==> src/rtl/encoder_16_to_4_queue_pkg.sv <==
// Shared constants, FSM state type and one-hot helper for the 16-to-4 encoder queue.
package encoder_pkg;

  localparam int LINES  = 16;
  localparam int CODE_W = 4;

  typedef enum logic {
    IDLE,
    PRESENT
  } state_t;

  function automatic logic [LINES-1:0] onehot16(input logic [CODE_W-1:0] code);
    return LINES'(1) << code;
  endfunction

endpackage

==> src/rtl/encoder_16_to_4_queue_priority_enc.sv <==
// Combinational 16-line priority encoder; dir=1 picks the highest set index, dir=0 the lowest.
module priority_enc_16
  import encoder_pkg::*;
(
  input  logic [LINES-1:0]  vec,
  input  logic              dir,
  output logic [CODE_W-1:0] code,
  output logic              nz
);

  // Later matches overwrite earlier ones, so scan order decides which end wins.
  always_comb begin
    code = '0;
    nz   = |vec;
    if (dir) begin
      for (int i = 0; i < LINES; i++) begin
        if (vec[i]) code = CODE_W'(i);
      end
    end else begin
      for (int i = LINES - 1; i >= 0; i--) begin
        if (vec[i]) code = CODE_W'(i);
      end
    end
  end

endmodule

==> src/rtl/encoder_16_to_4_queue.sv <==
// Sticky pending set of request lines drained one 4-bit code per handshake, zero-bubble back to back.
module encoder_16_to_4_queue
  import encoder_pkg::*;
#(
  parameter int PRIORITY_HIGH = 1
) (
  input  logic              clk,
  input  logic              rst_n,
  input  logic              enable,
  input  logic [LINES-1:0]  req,
  output logic [CODE_W-1:0] out_code,
  output logic              out_valid,
  input  logic              out_ready,
  output logic [LINES-1:0]  pending,
  output logic              any
);

  state_t             state;
  state_t             state_next;
  logic               handshake;
  logic [LINES-1:0]   clr;
  logic [LINES-1:0]   cand;
  logic [LINES-1:0]   hold_mask;
  logic [CODE_W-1:0]  sel_code;
  logic               sel_nz;
  logic               load_ok;
  logic [CODE_W-1:0]  code_next;
  logic               valid_next;

  // req is ORed after the clear so a same-cycle re-request of the accepted line survives.
  assign handshake = out_valid & out_ready;
  assign clr       = handshake ? onehot16(out_code) : '0;
  assign cand      = (pending & ~clr) | req;
  assign hold_mask = (state == PRESENT && !handshake) ? onehot16(out_code) : '0;
  assign load_ok   = !enable && sel_nz;

  priority_enc_16 u_sel (
    .vec  (cand & ~hold_mask),
    .dir  (PRIORITY_HIGH != 0),
    .code (sel_code),
    .nz   (sel_nz)
  );

  always_ff @(posedge clk or negedge rst_n) begin
    if (!rst_n) state <= IDLE;
    else        state <= state_next;
  end

  always_comb begin
    state_next = state;
    case (state)
      IDLE:    if (load_ok) state_next = PRESENT;
      PRESENT: if (handshake && !load_ok) state_next = IDLE;
      default: state_next = IDLE;
    endcase
  end

  // A presented code is only replaced on its own handshake, never while stalled.
  always_comb begin
    code_next  = out_code;
    valid_next = out_valid;
    case (state)
      IDLE: begin
        if (load_ok) begin
          code_next  = sel_code;
          valid_next = 1'b1;
        end
      end
      PRESENT: begin
        if (handshake) begin
          if (load_ok) begin
            code_next  = sel_code;
            valid_next = 1'b1;
          end else begin
            valid_next = 1'b0;
          end
        end
      end
      default: valid_next = 1'b0;
    endcase
  end

  always_ff @(posedge clk or negedge rst_n) begin
    if (!rst_n) begin
      pending   <= '0;
      out_code  <= '0;
      out_valid <= 1'b0;
      any       <= 1'b0;
    end else begin
      pending   <= cand;
      out_code  <= code_next;
      out_valid <= valid_next;
      any       <= (|cand) | valid_next;
    end
  end

endmodule

==> config.mk <==
export PLATFORM = sky130hd
export DESIGN_NAME = encoder_16_to_4_queue
export DESIGN_NICKNAME = d
export VERILOG_FILES = /design/src/rtl/encoder_16_to_4_queue_pkg.sv /design/src/rtl/encoder_16_to_4_queue_priority_enc.sv /design/src/rtl/encoder_16_to_4_queue.sv
export SDC_FILE = /design/constraint.sdc
export NUM_CORES = 1
export LEC_CHECK = 0
export CAP_MARGIN = 20
export CORE_MARGIN = 5
export CORE_UTILIZATION = 35
export DETAILED_ROUTE_END_ITERATION = 8
export GPL_TIMING_DRIVEN = 0
export SLEW_MARGIN = 20
export SYNTH_ARGS = -nofsm -noshare
export SYNTH_HDL_FRONTEND = slang
export SYNTH_HIERARCHICAL = 1
export SYNTH_SLANG_ARGS = --single-unit
export TNS_END_PERCENT = 20
==> constraint.sdc <==
create_clock -name clk -period 5.3 [get_ports clk]
set_input_delay 1.325 -clock clk [delete_from_list [all_inputs] [get_ports clk]]
set_output_delay 1.325 -clock clk [all_outputs]
set_load 0.05 [all_outputs]
---- Word level (Yosys, flattened, before mapping) ----
Cells that the tools add are included.
storage, ports and cells
  flip-flop bits (word level) ............. 23
  bits of input ports ..................... 20
  output and inout bits ................... 22
  logic and storage cells ................. 49
cells by class
  equal/unequal tests ..................... 1
  shift-type cells ........................ 1
  muxes and demuxes ....................... 26
  bitwise logic cells ..................... 8
  reduce and logical (&&, ||, !) cells .... 8
operator list
  operator              number
  $mux 4                10
  $and 16x16->16        2
  $mux 16               2
  $not 16->16           2
  $reduce_or 16->1      2
  $or 16x16->16         1
  $shl 1x4->16 const A  1
  $mux 3                4
  $pmux 4 s2            1
  $mux 1                5
  $mux 2                2
  $pmux 1 s2            2
  $logic_and 1x1->1     3
  $logic_not 1->1       3
  $ne 2x1->1 const B    1
  $and 1x1->1           1
  $not 1->1             1
  $or 1x1->1            1

---- Longest topological paths before layout ----
Gate-level depths: netlist (run 1).
  word-level depth ........................ 24
  gate-level depth with buffers ........... 14
  gate-level depth less buffers ........... 13

---- Cells and area by module ----
Netlist (run 1), hierarchy kept.
modules (own cells, without submodules)
  module                 times used  cells an instance  area an instance (um^2)  sequential area each (um^2)
  encoder_16_to_4_queue  1           126                1271.2                   575.6
  priority_enc_16        1           55                 312.8                    0.0

---- Worst setup path after synthesis (run 1) ----
Ideal clock, no wire load.
  path type ............................... input port to flip-flop
  start ................................... in out_ready
  end ..................................... reg out_code[0]
  setup time .............................. 125 ps
  data arrival time ....................... 3481 ps
  required time ........................... 5175 ps
  setup slack ............................. 1694 ps
  cell stages on the path ................. 10
  buffers on the path ..................... 1
  cells stage by stage .................... and3b_1 -> buf_6 -> a41oi_2 -> a21boi_0 -> nor4_4 -> and3_1 -> nand2_1 -> nand2b_1 -> a21oi_1 -> mux2_2
between the ends
  elaborated cells between the ends (all ways) .. 31
  those cells by class .................... 1 x eq/ne; 20 x mux; 6 x bitwise; 4 x reduce/logical
RTL lines
  what                    RTL line                                                  text
  start: declaration      encoder_16_to_4_queue.sv:13                               input logic out_ready,
  $and 1x1->1 (*)         encoder_16_to_4_queue.sv:31                               assign handshake = out_valid & out_ready;
  $mux 16 (*)             encoder_16_to_4_queue.sv:32                               assign clr = handshake ? onehot16(out_code) : '0;
  $not 16->16 (*)         encoder_16_to_4_queue.sv:33                               assign cand = (pending & ~clr) | req;
  $and 16x16->16 (*)      encoder_16_to_4_queue.sv:33
  $or 16x16->16 (*)       encoder_16_to_4_queue.sv:33
  net cand[5]             encoder_16_to_4_queue.sv:22                               logic [LINES-1:0] cand;
  $and 16x16->16 (*)      encoder_16_to_4_queue.sv:38                               .vec (cand & ~hold_mask),
  $reduce_or 16->1 (*)    encoder_16_to_4_queue_priority_enc.sv:14                  nz = |vec;
  net sel_nz              encoder_16_to_4_queue.sv:25                               logic sel_nz;
  $logic_and 1x1->1 (*)   encoder_16_to_4_queue.sv:35                               assign load_ok = !enable && sel_nz;
  $mux 4 (*)              encoder_16_to_4_queue.sv:64, encoder_16_to_4_queue.sv:71
  $mux 4                  encoder_16_to_4_queue.sv:70                               if (handshake) begin
  $pmux 4 s2 (*)          encoder_16_to_4_queue.sv:62                               case (state)
  end signal: assignment  encoder_16_to_4_queue.sv:91                               out_code <= code_next;
  end: declaration        encoder_16_to_4_queue.sv:11                               output logic [CODE_W-1:0] out_code,
The timed path passes the listed nets; every way through them passes the cells marked *. The select of a mux whose other input is x is not followed.
A chain may end at the register's enable or synchronous reset.

---- Worst setup path after layout (run 1) ----
  start ................................... in out_ready
  end ..................................... reg any
between the ends
  cells in the longest elaborated chain, start to end .. 12
  elaborated cells between the ends (all ways) .. 18
  those cells by class .................... 6 x mux; 7 x bitwise; 5 x reduce/logical
ends and longest elaborated chain
  what                                              RTL line                                                  text
  $and 1x1->1 (*)                                   encoder_16_to_4_queue.sv:31
  $mux 16 or $logic_not 1->1 (tied branches)        encoder_16_to_4_queue.sv:32, encoder_16_to_4_queue.sv:34
  $not 16->16 or $logic_and 1x1->1 (tied branches)  encoder_16_to_4_queue.sv:33, encoder_16_to_4_queue.sv:34
  $and 16x16->16 or $mux 16 (tied branches)         encoder_16_to_4_queue.sv:33, encoder_16_to_4_queue.sv:34
  $or 16x16->16 or $not 16->16 (tied branches)      encoder_16_to_4_queue.sv:33, encoder_16_to_4_queue.sv:38
  $and 16x16->16 (*)                                encoder_16_to_4_queue.sv:38
  $reduce_or 16->1 (*)                              encoder_16_to_4_queue_priority_enc.sv:14
  net sel_nz                                        encoder_16_to_4_queue.sv:25
  $logic_and 1x1->1 (*)                             encoder_16_to_4_queue.sv:35
  $mux 1                                            encoder_16_to_4_queue.sv:71                               if (load_ok) begin
  $mux 1                                            encoder_16_to_4_queue.sv:70
  $pmux 1 s2 (*)                                    encoder_16_to_4_queue.sv:62
  net valid_next                                    encoder_16_to_4_queue.sv:28                               logic valid_next;
  $or 1x1->1 (*)                                    encoder_16_to_4_queue.sv:93                               any <= (|cand) | valid_next;
  end signal: assignment                            encoder_16_to_4_queue.sv:93
  end: declaration                                  encoder_16_to_4_queue.sv:15                               output logic any
The timed path passes the listed nets; every way through them passes the cells marked *.

==> impl_metrics.json, run 1 <==
{
  "status": "complete, no violations",
  "worstSetupStartpointType": "primary input",
  "drive_gt1_frac": 0.1043,
  "synth-main-ff-cell": "dfrtp_1",
  "p_int_mw": 0.3868,
  "grt_pass1_vias": 1551,
  "r2r_cells": 12,
  "layout_commonest_cell": "clkdlybuf4s50_1",
  "nets": 251,
  "die-area_um2": 5971,
  "num_io_pins": 42,
  "grt_util_met1": 0.2132,
  "gr-usage-met3": 0.02576,
  "syn_area_per_cell_um2": 8.751,
  "worstPathArrival_ns": 4.43,
  "r2r_slack_ns": 2.08,
  "cts_made_buffers": 3,
  "swShare": 0.4706,
  "gp_congestion": 0.8426,
  "yosysUniqueCellTypes": 49,
  "antenna_found_initial": 0,
  "powerDensity_nw_per_um2": 345.5,
  "cts_root_buf": "clkbuf_8",
  "avgViaCountPerCell": 5.379,
  "cp.required_ns": 5.43,
  "post_cts_buffers": 0,
  "leakagePower_nw": 0.8291,
  "relSlewSlack": 0.3539,
  "antenna_cells": 0,
  "critPathKind": "primary input to register",
  "postSynthCellCount": 181,
  "power.switching_mw": 0.3437,
  "hold_buffers": 0,
  "hold_viol_final": 0,
  "num-fill-cells": 442,
  "dp_hpwl_um": 3402,
  "yosys_warnings": 6,
  "min_from": "pending[2]$_DFF_PN0_",
  "wl_per_cell_um": 15.44,
  "ys_ff_latch": 23,
  "path_clk_slew_ns": 0.08,
  "cts_repair_resize_count": 0,
  "io_buffer_count": 41,
  "overflow": 0,
  "drc_errors": 0,
  "clockPowerShare": 0.154,
  "skew_ns": 0.004771,
  "cts_tree": "done",
  "rows": 24,
  "grt_util_all_layers": 0.1515,
  "grt_pass1_wl_um": 7493,
  "min_period_over_period": 0.8097,
  "worstSkewPairLatency_ns": 0.27,
  "max_clock_freq_ghz": 0.2330,
  "synth_edf_count": 0,
  "combinationalPowerShare": 0.533,
  "layout_common_cells": "clkdlybuf4s50_1 (40), nor2_1 (30), dfrtp_1 (23)",
  "htreeDepth": 1,
  "vias": 1517,
  "min_path_cells": 2,
  "dr.pass1.iters": 5,
  "hp-class": "register to register",
  "period_minus_slack_ns": 4.291,
  "grt_max_degree": 24,
  "start_util": 0.3613,
  "use_met2": 0.2315,
  "sequentialPowerShare": 0.313,
  "async_flop_share": 1.000,
  "ys_seq_area_frac": 0.3633,
  "grt-busiest-layer": "met2",
  "tns_ns": 0,
  "core_area_um2": 4384,
  "irDropWorstVdd_mv": 0.1477,
  "worst_pin_slew_ns": 0.9605,
  "reg2reg_to": "any$_DFF_PN0_",
  "ant_nets": 0,
  "cap_violations": 0,
  "maxSlewViolCount": 0,
  "cp_max_fo": 8,
  "totalWireLength_um": 4355,
  "min_to": "pending[2]$_DFF_PN0_",
  "numClockSinks": 23,
  "worstSetupEndpointType": "register",
  "cts_buffer_depth": 2,
  "rsz0062_at_grt": "no",
  "finalPower_mw": 0.7305,
  "timing.rr.start": "out_valid$_DFF_PN0_",
  "drt_iter0_drc": 73,
  "syn-cell-area_um2": 1584,
  "setup_viol": 0,
  "die_x_um": 77.28,
  "die_y_um": 77.28,
  "synthToLayoutAreaGrowth_pct": 33.49
}
area by class of cell:
cell class,count,area [µm²],share of cell area
plain buffers,6,50.05,0.02367
clock buffers,4,45.04,0.02130
inverters,15,56.30,0.02663
multi-input cells,141,917.1,0.4337
flip-flops and latches,23,575.6,0.2722
well taps,52,65.06,0.03077
repair buffers,41,405.4,0.1917
metrics by stage:
step                instance area, µm²  hold WS, ns  cells  setup WS (ns)    util
floorplan                         1599       0.5071    185          1.694       -
global placement                  2074       0.5093    278         0.6861  0.4732
detailed placement                2074       0.5157    278         0.6854  0.4732
CTS                               2120       0.5361    282         0.9499  0.4834
global route                      2115       0.5779    282         0.7298  0.4823
finish                            2115       0.5321    282          1.009  0.4823
cell families (layout without fill, tap and decap cells):
group           Yosys count  count (layout)  synth area share
compound gates           59              59            0.2915
buf+inv                  21              66           0.06713
flops                    23              23            0.3633
mux                       4               4           0.02843
other cells               1               5          0.002367
simple gates             73              73            0.2473
flip-flops by register name, indices dropped and copies added, names as in the netlist:
register / cells
out_valid: 1
pending: 16
out_code: 4
any: 1
state: 1
routing by layer:
metal / up-vias / part of all wire
met5: - / 0
met4: 0 / 0.018
met3: 6 / 0.048
met2: 44 / 0.44
met1: 721 / 0.49
li1: 746 / -
worst max path at each step:
stage	startpoint	to	depth (start not counted)
2_1_floorplan	out_ready	out_code[0]$_DFFE_PN0P_	10
3_3_place_gp	out_ready	any$_DFF_PN0_	13
3_5_place_dp	out_ready	any$_DFF_PN0_	13
4_1_cts	out_ready	any$_DFF_PN0_	13
5_1_grt	out_ready	any$_DFF_PN0_	13
6_report	out_ready	any$_DFF_PN0_	13
power by group through the flow:
stage	registers, mW	clock network, mW	logic [mW]
2_1_floorplan	0.296	0	0.200
3_3_place_gp	0.233	0	0.387
3_5_place_dp	0.232	0	0.387
4_1_cts	0.229	0.116	0.389
5_1_grt	0.232	0.120	0.418
6_report	0.229	0.113	0.389
cell usage after synthesis (2+ instances only):
master | n | area share
a21boi_0 | 13 | 0.062
a21oi_1 | 16 | 0.051
a31oi_1 | 5 | 0.020
a41oi_2 | 2 | 0.021
a41oi_4 | 2 | 0.035
and2_1 | 3 | 0.012
and3_1 | 3 | 0.012
buf_6 | 3 | 0.021
dfrtp_1 | 23 | 0.36
inv_1 | 15 | 0.036
mux2_2 | 4 | 0.028
nand2_1 | 13 | 0.031
nor2_1 | 30 | 0.071
nor2b_1 | 2 | 0.0079
nor3_1 | 4 | 0.013
nor4_1 | 4 | 0.016
o21ai_0 | 2 | 0.0063
o22a_1 | 2 | 0.011
o22ai_1 | 2 | 0.0079
o31ai_1 | 4 | 0.019
worst max-delay path: stages:
cell             delay (ns)
clkdlybuf4s50_1        0.45
nand2_1                0.11
nand2_1                0.07
nor2_1                 0.41
a21boi_0               0.44
nor4_4                 0.36
and3_1                 0.22
nand2_1                0.08
nor3b_1                0.14
a2bb2oi_1              0.15
a211oi_1               0.28
and4_1                 0.28
nand4_1                0.11
Note: power is estimated with default switching activity, not from simulation.
==> run 2, diff against run 1 <==
- clock period: 5.3 -> 3.6 ns (I/O delays scaled with it)
==> run 2 against run 1 <==
Setup slack lost 0.86 ns. Via count grew 1.7%. Non-clock buffer count grew 5. Cell count grew 1.8%. Critical endpoint unchanged. Largest cell class unchanged. Highest routed layer unchanged.
==> impl_metrics.json, run 2 (synthesis results as in run 1) <==
{
  "layout_common_cells": "clkdlybuf4s50_1 (40), nor2_1 (26), dfrtp_1 (23)",
  "worstSkewPairLatency_ns": 0.27,
  "timing.rr.start": "out_code[0]$_DFFE_PN0P_",
  "rows": 24,
  "r2r_slack_ns": 0.41,
  "gp_congestion": 0.8426,
  "maxSlewViolCount": 0,
  "die-area_um2": 5971,
  "top_regs": "pending (16), out_code (4)",
  "min_from": "pending[0]$_DFF_PN0_",
  "powerDensity_nw_per_um2": 518.1,
  "totalWireLength_um": 4474,
  "antenna_cells": 0,
  "drc_errors": 0,
  "worstPathArrival_ns": 3.59,
  "start_util": 0.3613,
  "relSlewSlack": 0.5751,
  "dr.pass1.iters": 4,
  "nets": 256,
  "critPathKind": "primary input to register",
  "reg2reg_to": "any$_DFF_PN0_",
  "overflow": 0,
  "die_y_um": 77.28,
  "min_path_cells": 2,
  "cts_root_buf": "clkbuf_8",
  "ant_nets": 0,
  "status": "complete, no violations",
  "fin_area_um2": 2271,
  "cts_tree": "done",
  "max_clock_freq_ghz": 0.2901,
  "path_clk_slew_ns": 0.08,
  "die_x_um": 77.28,
  "worstSetupEndpointType": "register",
  "hold_viol_final": 0,
  "hp-class": "register to register",
  "wl_per_cell_um": 15.59,
  "largest_reg_flops": 16,
  "synthToLayoutAreaGrowth_pct": 43.37,
  "dp_hpwl_um": 3402,
  "finalPower_mw": 1.177,
  "num_io_pins": 42,
  "numClockSinks": 23,
  "num-fill-cells": 431,
  "cp_max_fo": 8,
  "htreeDepth": 1,
  "min_period_over_period": 0.9574,
  "setup_viol": 0,
  "min_to": "pending[0]$_DFF_PN0_",
  "leakagePower_nw": 0.9133,
  "worstSetupStartpointType": "primary input",
  "cts_buffer_depth": 2,
  "cts_made_buffers": 3,
  "drive_gt1_frac": 0.2085,
  "grt_util_all_layers": 0.1518,
  "layout_setup_ws_ns": 0.1534,
  "period_minus_slack_ns": 3.447,
  "io_buffer_count": 41,
  "pre_cts_ws_ns": -0.5896,
  "grt_max_degree": 24,
  "avgViaCountPerCell": 5.376,
  "skew_ns": 0.005183,
  "cap_violations": 0,
  "worst_pin_slew_ns": 0.6325,
  "antenna_found_initial": 0,
  "cp.required_ns": 3.74,
  "core_area_um2": 4384,
  "hold_buffers": 0,
  "irDropWorstVdd_mv": 0.2338,
  "regMostFlops": "pending",
  "drt_iter0_drc": 63,
  "layout_commonest_cell": "clkdlybuf4s50_1",
  "grt_pass1_vias": 1557,
  "r2r_cells": 13,
  "vias": 1543,
  "grt_pass1_wl_um": 7500,
  "placed_cell_area_um2": 2074
}
[run 2: cell types whose count changed in the layout (fill, tap and decap cells not counted), sizes merged]
| cell | change |
|---|---|
| buf | +5 |
[run 2: per-layer routing]
metal  share of wire  GRT usage  up-vias
met2            0.45     0.2323       42
met3           0.049    0.02576        6
li1                -          -      763
met4           0.017    0.05498        0
met1            0.49     0.2132      732
met5               0          0        -
[run 2: power breakdown]
part	switching (mW)	internal, mW
logic	0.426	0.245
registers	0.0510	0.289
clock network	0.0860	0.0792
[run 2: final cells by class]
type	instances	area [µm²]	share of cell area
multi-input combinational	141	1032	0.4545
sequential	23	575.6	0.2534
timing repair buffer	47	450.4	0.1983
tap	52	65.06	0.02865
inverter	15	56.30	0.02479
buffer	5	46.29	0.02039
clock buffer	4	45.04	0.01983
[run 2: stage by stage]
stage | hold WS (ns) | std cells | util | setup TNS [ns]
after floorplan | 0.5071 | 185 | - | 0
after global placement | 0.5093 | 278 | 0.4732 | -2.576
after detailed placement | 0.5157 | 278 | 0.4732 | -2.483
after CTS | 0.5361 | 282 | 0.4852 | 0
after global routing | 0.5591 | 287 | 0.5180 | -0.003245
final | 0.5158 | 287 | 0.5180 | 0
[run 2: how the worst max path moves through the flow]
stage / startpoint / endpoint / slack (ns) / depth (start not counted)
floorplan: out_ready / out_code[0]$_DFFE_PN0P_ / 0.42 / 10
global placement: out_ready / any$_DFF_PN0_ / -0.59 / 13
detailed placement: out_ready / any$_DFF_PN0_ / -0.59 / 13
CTS: out_ready / any$_DFF_PN0_ / 0.01 / 13
global route: out_ready / any$_DFF_PN0_ / -0.003 / 13
finish: out_ready / any$_DFF_PN0_ / 0.15 / 13
[run 2: worst max-delay path: stages]
cell and delay (ns):
clkdlybuf4s50_1 0.51, and3b_1 0.18, buf_6 0.15, a21oi_1 0.11
a21boi_2 0.21, nor4_4 0.35, and3_4 0.24, nand2_1 0.07
nor3b_1 0.14, a2bb2oi_1 0.16, a211oi_2 0.19, and4_1 0.26
nand4_1 0.11
[run 2: repair_timing]
item	4_1_cts	5_1_grt
endpoints found under the setup margin	5	5
buffers inserted	0	6
pin swaps	0	5
gates resized for setup	10	28
==> RTL edit 1: new RTL, config.mk and constraints of run 2 <==
Set the package constant `LINES` to 8 (it was 16).
--- a/src/rtl/encoder_16_to_4_queue_pkg.sv
+++ b/src/rtl/encoder_16_to_4_queue_pkg.sv
@@ -2,5 +2,5 @@
 package encoder_pkg;
 
-  localparam int LINES  = 16;
+  localparam int LINES  = 8;
   localparam int CODE_W = 4;
 
Interface: changed (resized pending and req); port bits go from 42 to 26. The function was not compared with the original's and may differ.
==> RTL edit 1 against run 2 <==
Final cell count shrank 43%. Total power down 39%. Worst setup slack improved by 0.11 ns. Via count decreased by 45%. Fmax increased by 3.4%. Design area fell by 44%. Sequential cell count is 8 lower. Clock skew down 0.0048 ns. Clock power fell by 40%. Count of clock-buffer cells in the layout stayed put. Synthesized area down 41%. Synthesized cell count is 46% lower. Wire length decreased by 49%. Largest cell class unchanged. Non-clock buffer count down 24.
==> RTL edit 1: results (changes against run 2) <==
[cells_and_area]
antenna_cells_inserted = 0  ; unchanged
drive_gt1_frac = 0.173  ; -0.0356
largestRegisters = pending (8), out_code (4)
n_fill_cell = 249  ; -42%
final_nets = 146  ; -43%
largest_register_ffs = 8  ; -8

[yosys]
synth_cell_types = 40  ; -18%
ys_seq_area_frac = 0.405  ; +0.0415
synth_common_cells = 15 x dfrtp_1, 11 x nor2_1, 6 x nand2_1, 6 x nor2b_1
synthTopCellsByArea = dfrtp_1 40%, mux2_2 4.9%, nor2_1 4.5%
ys.warnings.count = 6  ; unchanged

[worst_setup_path]
crit_fanout = 5  ; -3
r2r_slack_ns = 0.61  ; +0.20 ns
timing.critical_path.from = out_ready
ff2ff_path_depth = 9  ; -4
reg2reg_from = out_code[1]
rr_endpoint = out_code[1]
cp.arrival_ns = 3.52  ; -0.07 ns

[hold_path]
hold_start = pending[4]
hold_end = pending[4]

[sta]
holdWs_ns = 0.522  ; +0.00665 ns
tightest_slew_ns = 0.674  ; +0.0410 ns
clock_skew_ns = 0.000416  ; -0.00477 ns

[clock_network]
root_buffer = clkbuf_4
insertion_delay_ns = 0.29  ; +0.02 ns
numCtsBuffers = 3  ; unchanged
clk_pin_slew_ns = 0.09

[route]
drt_wl_total_mm = 2.27  ; -49%
vias = 852  ; -45%
drtIter0Drc = 34  ; -46%

[global_route]
grt_pass1_vias = 797  ; -49%
grt_max_degree = 16  ; -33%
grt_pass1_wl_mm = 3.80  ; -49%
track_usage = 0.137  ; -0.0147

[placed_design]
gp_congestion = 0.801  ; -4.9%
hpwl_mm = 1.81  ; -47%
io_buffers = 25  ; -39%

[pwr]
p_leak_uw = 0.000454  ; -50%
peakVddDrop_mv = 0.294  ; +26%

[run_status]
status = finished clean

==> RTL edit 1: critical path, stage by stage <==
cell	delay (ns)
clkdlybuf4s50_1	0.47
nor3b_2	0.21
a41oi_1	0.33
a21boi_2	0.32
nor4_1	0.11
nand2_1	0.10
or2b_2	0.32
a21oi_1	0.37
mux2_2	0.39
==> RTL edit 1: cell families after synthesis <==
logic type             after synthesis  synth area share
and+or+nand+nor                     44             0.278
AOI/OAI and AO/OA                   27             0.224
DFF                                 15             0.405
buffers and inverters                6            0.0364
muxes                                4            0.0486
other                                2           0.00810
==> RTL edit 1: how the worst max path moves through the flow <==
stage,endpoint,depth (start not counted)
2_1_floorplan,out_code[0],8
3_3_place_gp,out_code[0],9
3_5_place_dp,out_code[2],9
4_1_cts,any,12
5_1_grt,any,12
6_report,out_code[1],9
==> RTL edit 1: power breakdown <==
| group | switching [uW] | total, uW | internal, uW |
|---|---|---|---|
| Sequential | 45.9 | 243 | 197 |
| Combinational | 230 | 379 | 149 |
| Clock | 56.5 | 99.7 | 43.2 |
| Total | 333 | 722 | 389 |
==> RTL edit 1: layout make-up <==
| type | count | area share |
|---|---|---|
| Buffer | 3 | 0.0176 |
| Tap cell | 30 | 0.0294 |
| Multi-Input combinational cell | 83 | 0.433 |
| Sequential cell | 15 | 0.294 |
| Timing Repair Buffer | 25 | 0.196 |
| Clock buffer | 4 | 0.0206 |
| Inverter | 3 | 0.00882 |
==> RTL edit 1: routing by layer <==
| layer | vias up | track usage | share of wire |
|---|---|---|---|
| li1 | 432 | - | - |
| met1 | 394 | 0.193 | 0.46 |
| met2 | 21 | 0.202 | 0.45 |
| met3 | 5 | 0.0126 | 0.059 |
| met4 | 0 | 0.0818 | 0.026 |
| met5 | - | 0 | 0 |
==> RTL edit 1: what timing repair did <==
action                     CTS  global route
setup endpoints to repair    4             5
gates resized for setup      1             5
cloned                       0             0
==> RTL edit 1: through the flow <==
stage / total power (uW) / TNS (ns) / setup WS [ns] / cells / area [um^2]
after detailed placement: 618 / -1.50 / -0.315 / 159 / 1240
after CTS: 719 / 0 / 0.0527 / 163 / 1260
after global routing: 764 / 0 / 0.0150 / 163 / 1280
after floorplan: 498 / 0 / 0.582 / 104 / 950
final: 722 / 0 / 0.265 / 163 / 1280
after global placement: 615 / -1.61 / -0.338 / 159 / 1240
==> RTL edit 2: new RTL, config.mk and constraints of run 2 <==
Made on the original files. `pending` no longer has a reset.
--- a/src/rtl/encoder_16_to_4_queue.sv
+++ b/src/rtl/encoder_16_to_4_queue.sv
@@ -83,10 +83,8 @@
   always_ff @(posedge clk or negedge rst_n) begin
     if (!rst_n) begin
-      pending   <= '0;
       out_code  <= '0;
       out_valid <= 1'b0;
       any       <= 1'b0;
     end else begin
-      pending   <= cand;
       out_code  <= code_next;
       out_valid <= valid_next;
@@ -95,4 +93,8 @@
   end
 
+  always_ff @(posedge clk) begin
+    pending <= cand;
+  end
+
 endmodule
 
Function: changed (a bounded check fails within 4 cycles, from zero or initial values and one cycle with rst_n low).
==> RTL edit 2 against run 2 <==
Synthesized cell count did not move. Sequential cell count did not move. Worst setup slack improved by 0.043 ns. Worst hold slack got worse by 0.022 ns. Clock skew fell by 0.0020 ns. Wire length fell by 6.3%. Synthesized area fell by 5.1%. Total power fell by 7.0%. Non-clock buffer count fell by 3. First-iteration DRC count rose by 65%. Fmax rose by 1.3%. Design area fell by 7.5%. Final cell count fell by 1.7%.
==> RTL edit 2: results (changes against run 2) <==
[sta]
finalCritPeriodShare = 0.945  ; -0.0119
clock_skew_ns = 0.00314  ; -0.00204 ns
tightest_slew_ns = 0.523  ; -0.109 ns
holdWs_ns = 0.494  ; -0.0221 ns

[placed_design]
hpwl_mm = 3.30  ; -3.0%
place_ws_ns = -0.588  ; +0.00116 ns
place_inst = 276  ; -0.72%
placed_cell_area_mm2 = 0.00199  ; -4.0%
gp_congestion = 0.883  ; +4.8%

[worst_setup_path]
timing.critical_path.from = req[7]
r2r_slack_ns = 0.61  ; +0.20 ns
cp.arrival_ns = 3.55  ; -0.04 ns
critical_path.endpoint = out_code[0]

[route]
wl_met3_um = 202  ; -8.2%
drt_wl_total_mm = 4.19  ; -6.3%
wire_per_inst_um = 14.9  ; -4.6%

[global_route]
grtUsageMet2 = 0.231  ; -0.00126
grt_util_met1 = 0.218  ; +0.00522
track_usage = 0.151  ; -0.000340
grt_use_met3 = 0.0172  ; -0.00861

[cells_and_area]
drive_gt1_frac = 0.155  ; -0.0533
final_nets = 253  ; -1.2%
n_fill_cell = 408  ; -5.3%
utilization = 0.514  ; -0.00420

[yosys]
syn_area_per_cell_um2 = 8.31  ; -5.1%
synth_compound_area_frac = 0.307  ; +0.0155
synth_common_cells = 30 x nor2_1, 16 x a21oi_1, 16 x dfxtp_1
ys_seq_area_frac = 0.329  ; -0.0339
ys.flop_type = dfxtp_1
synthTopCellsByArea = dfxtp_1 21%, dfrtp_1 12%, nor2_1 7.5%

[pwr]
peakVddDrop_mv = 0.226  ; -3.2%
pg_comb_uw = 595  ; -11%
p_leak_uw = 0.000845  ; -7.5%
intPower_uw = 575  ; -6.2%
total_power_uw = 1090  ; -7.0%

[run_status]
status = finished clean

[hold_path]
hold_start = pending[2]

## RTL edit 2: cell count changes after synthesis, sizes merged
cell   change
dfxtp     +16
dfrtp     -16
## RTL edit 2: critical path, cell delays in order
cell,delay [ns]
clkdlybuf4s50_1,0.48
and4b_2,0.23
a21oi_1,0.23
a21boi_1,0.50
nor4_4,0.12
and3_4,0.18
nand2_1,0.08
nand2b_1,0.10
a21oi_1,0.34
mux2_2,0.39
## RTL edit 2: layout make-up
type | instances | area share
clock buffers | 4 | 0.0215
well taps | 50 | 0.0298
flip-flops and latches | 23 | 0.236
multi-input cells | 141 | 0.456
repair buffers | 44 | 0.207
inverters | 15 | 0.0268
plain buffers | 5 | 0.0221
## RTL edit 2: what timing repair did
item	CTS	global route
pin swaps	0	4
buffers inserted	0	3
hold buffers	0	0
resized for setup	8	14
setup endpoints to repair	5	5
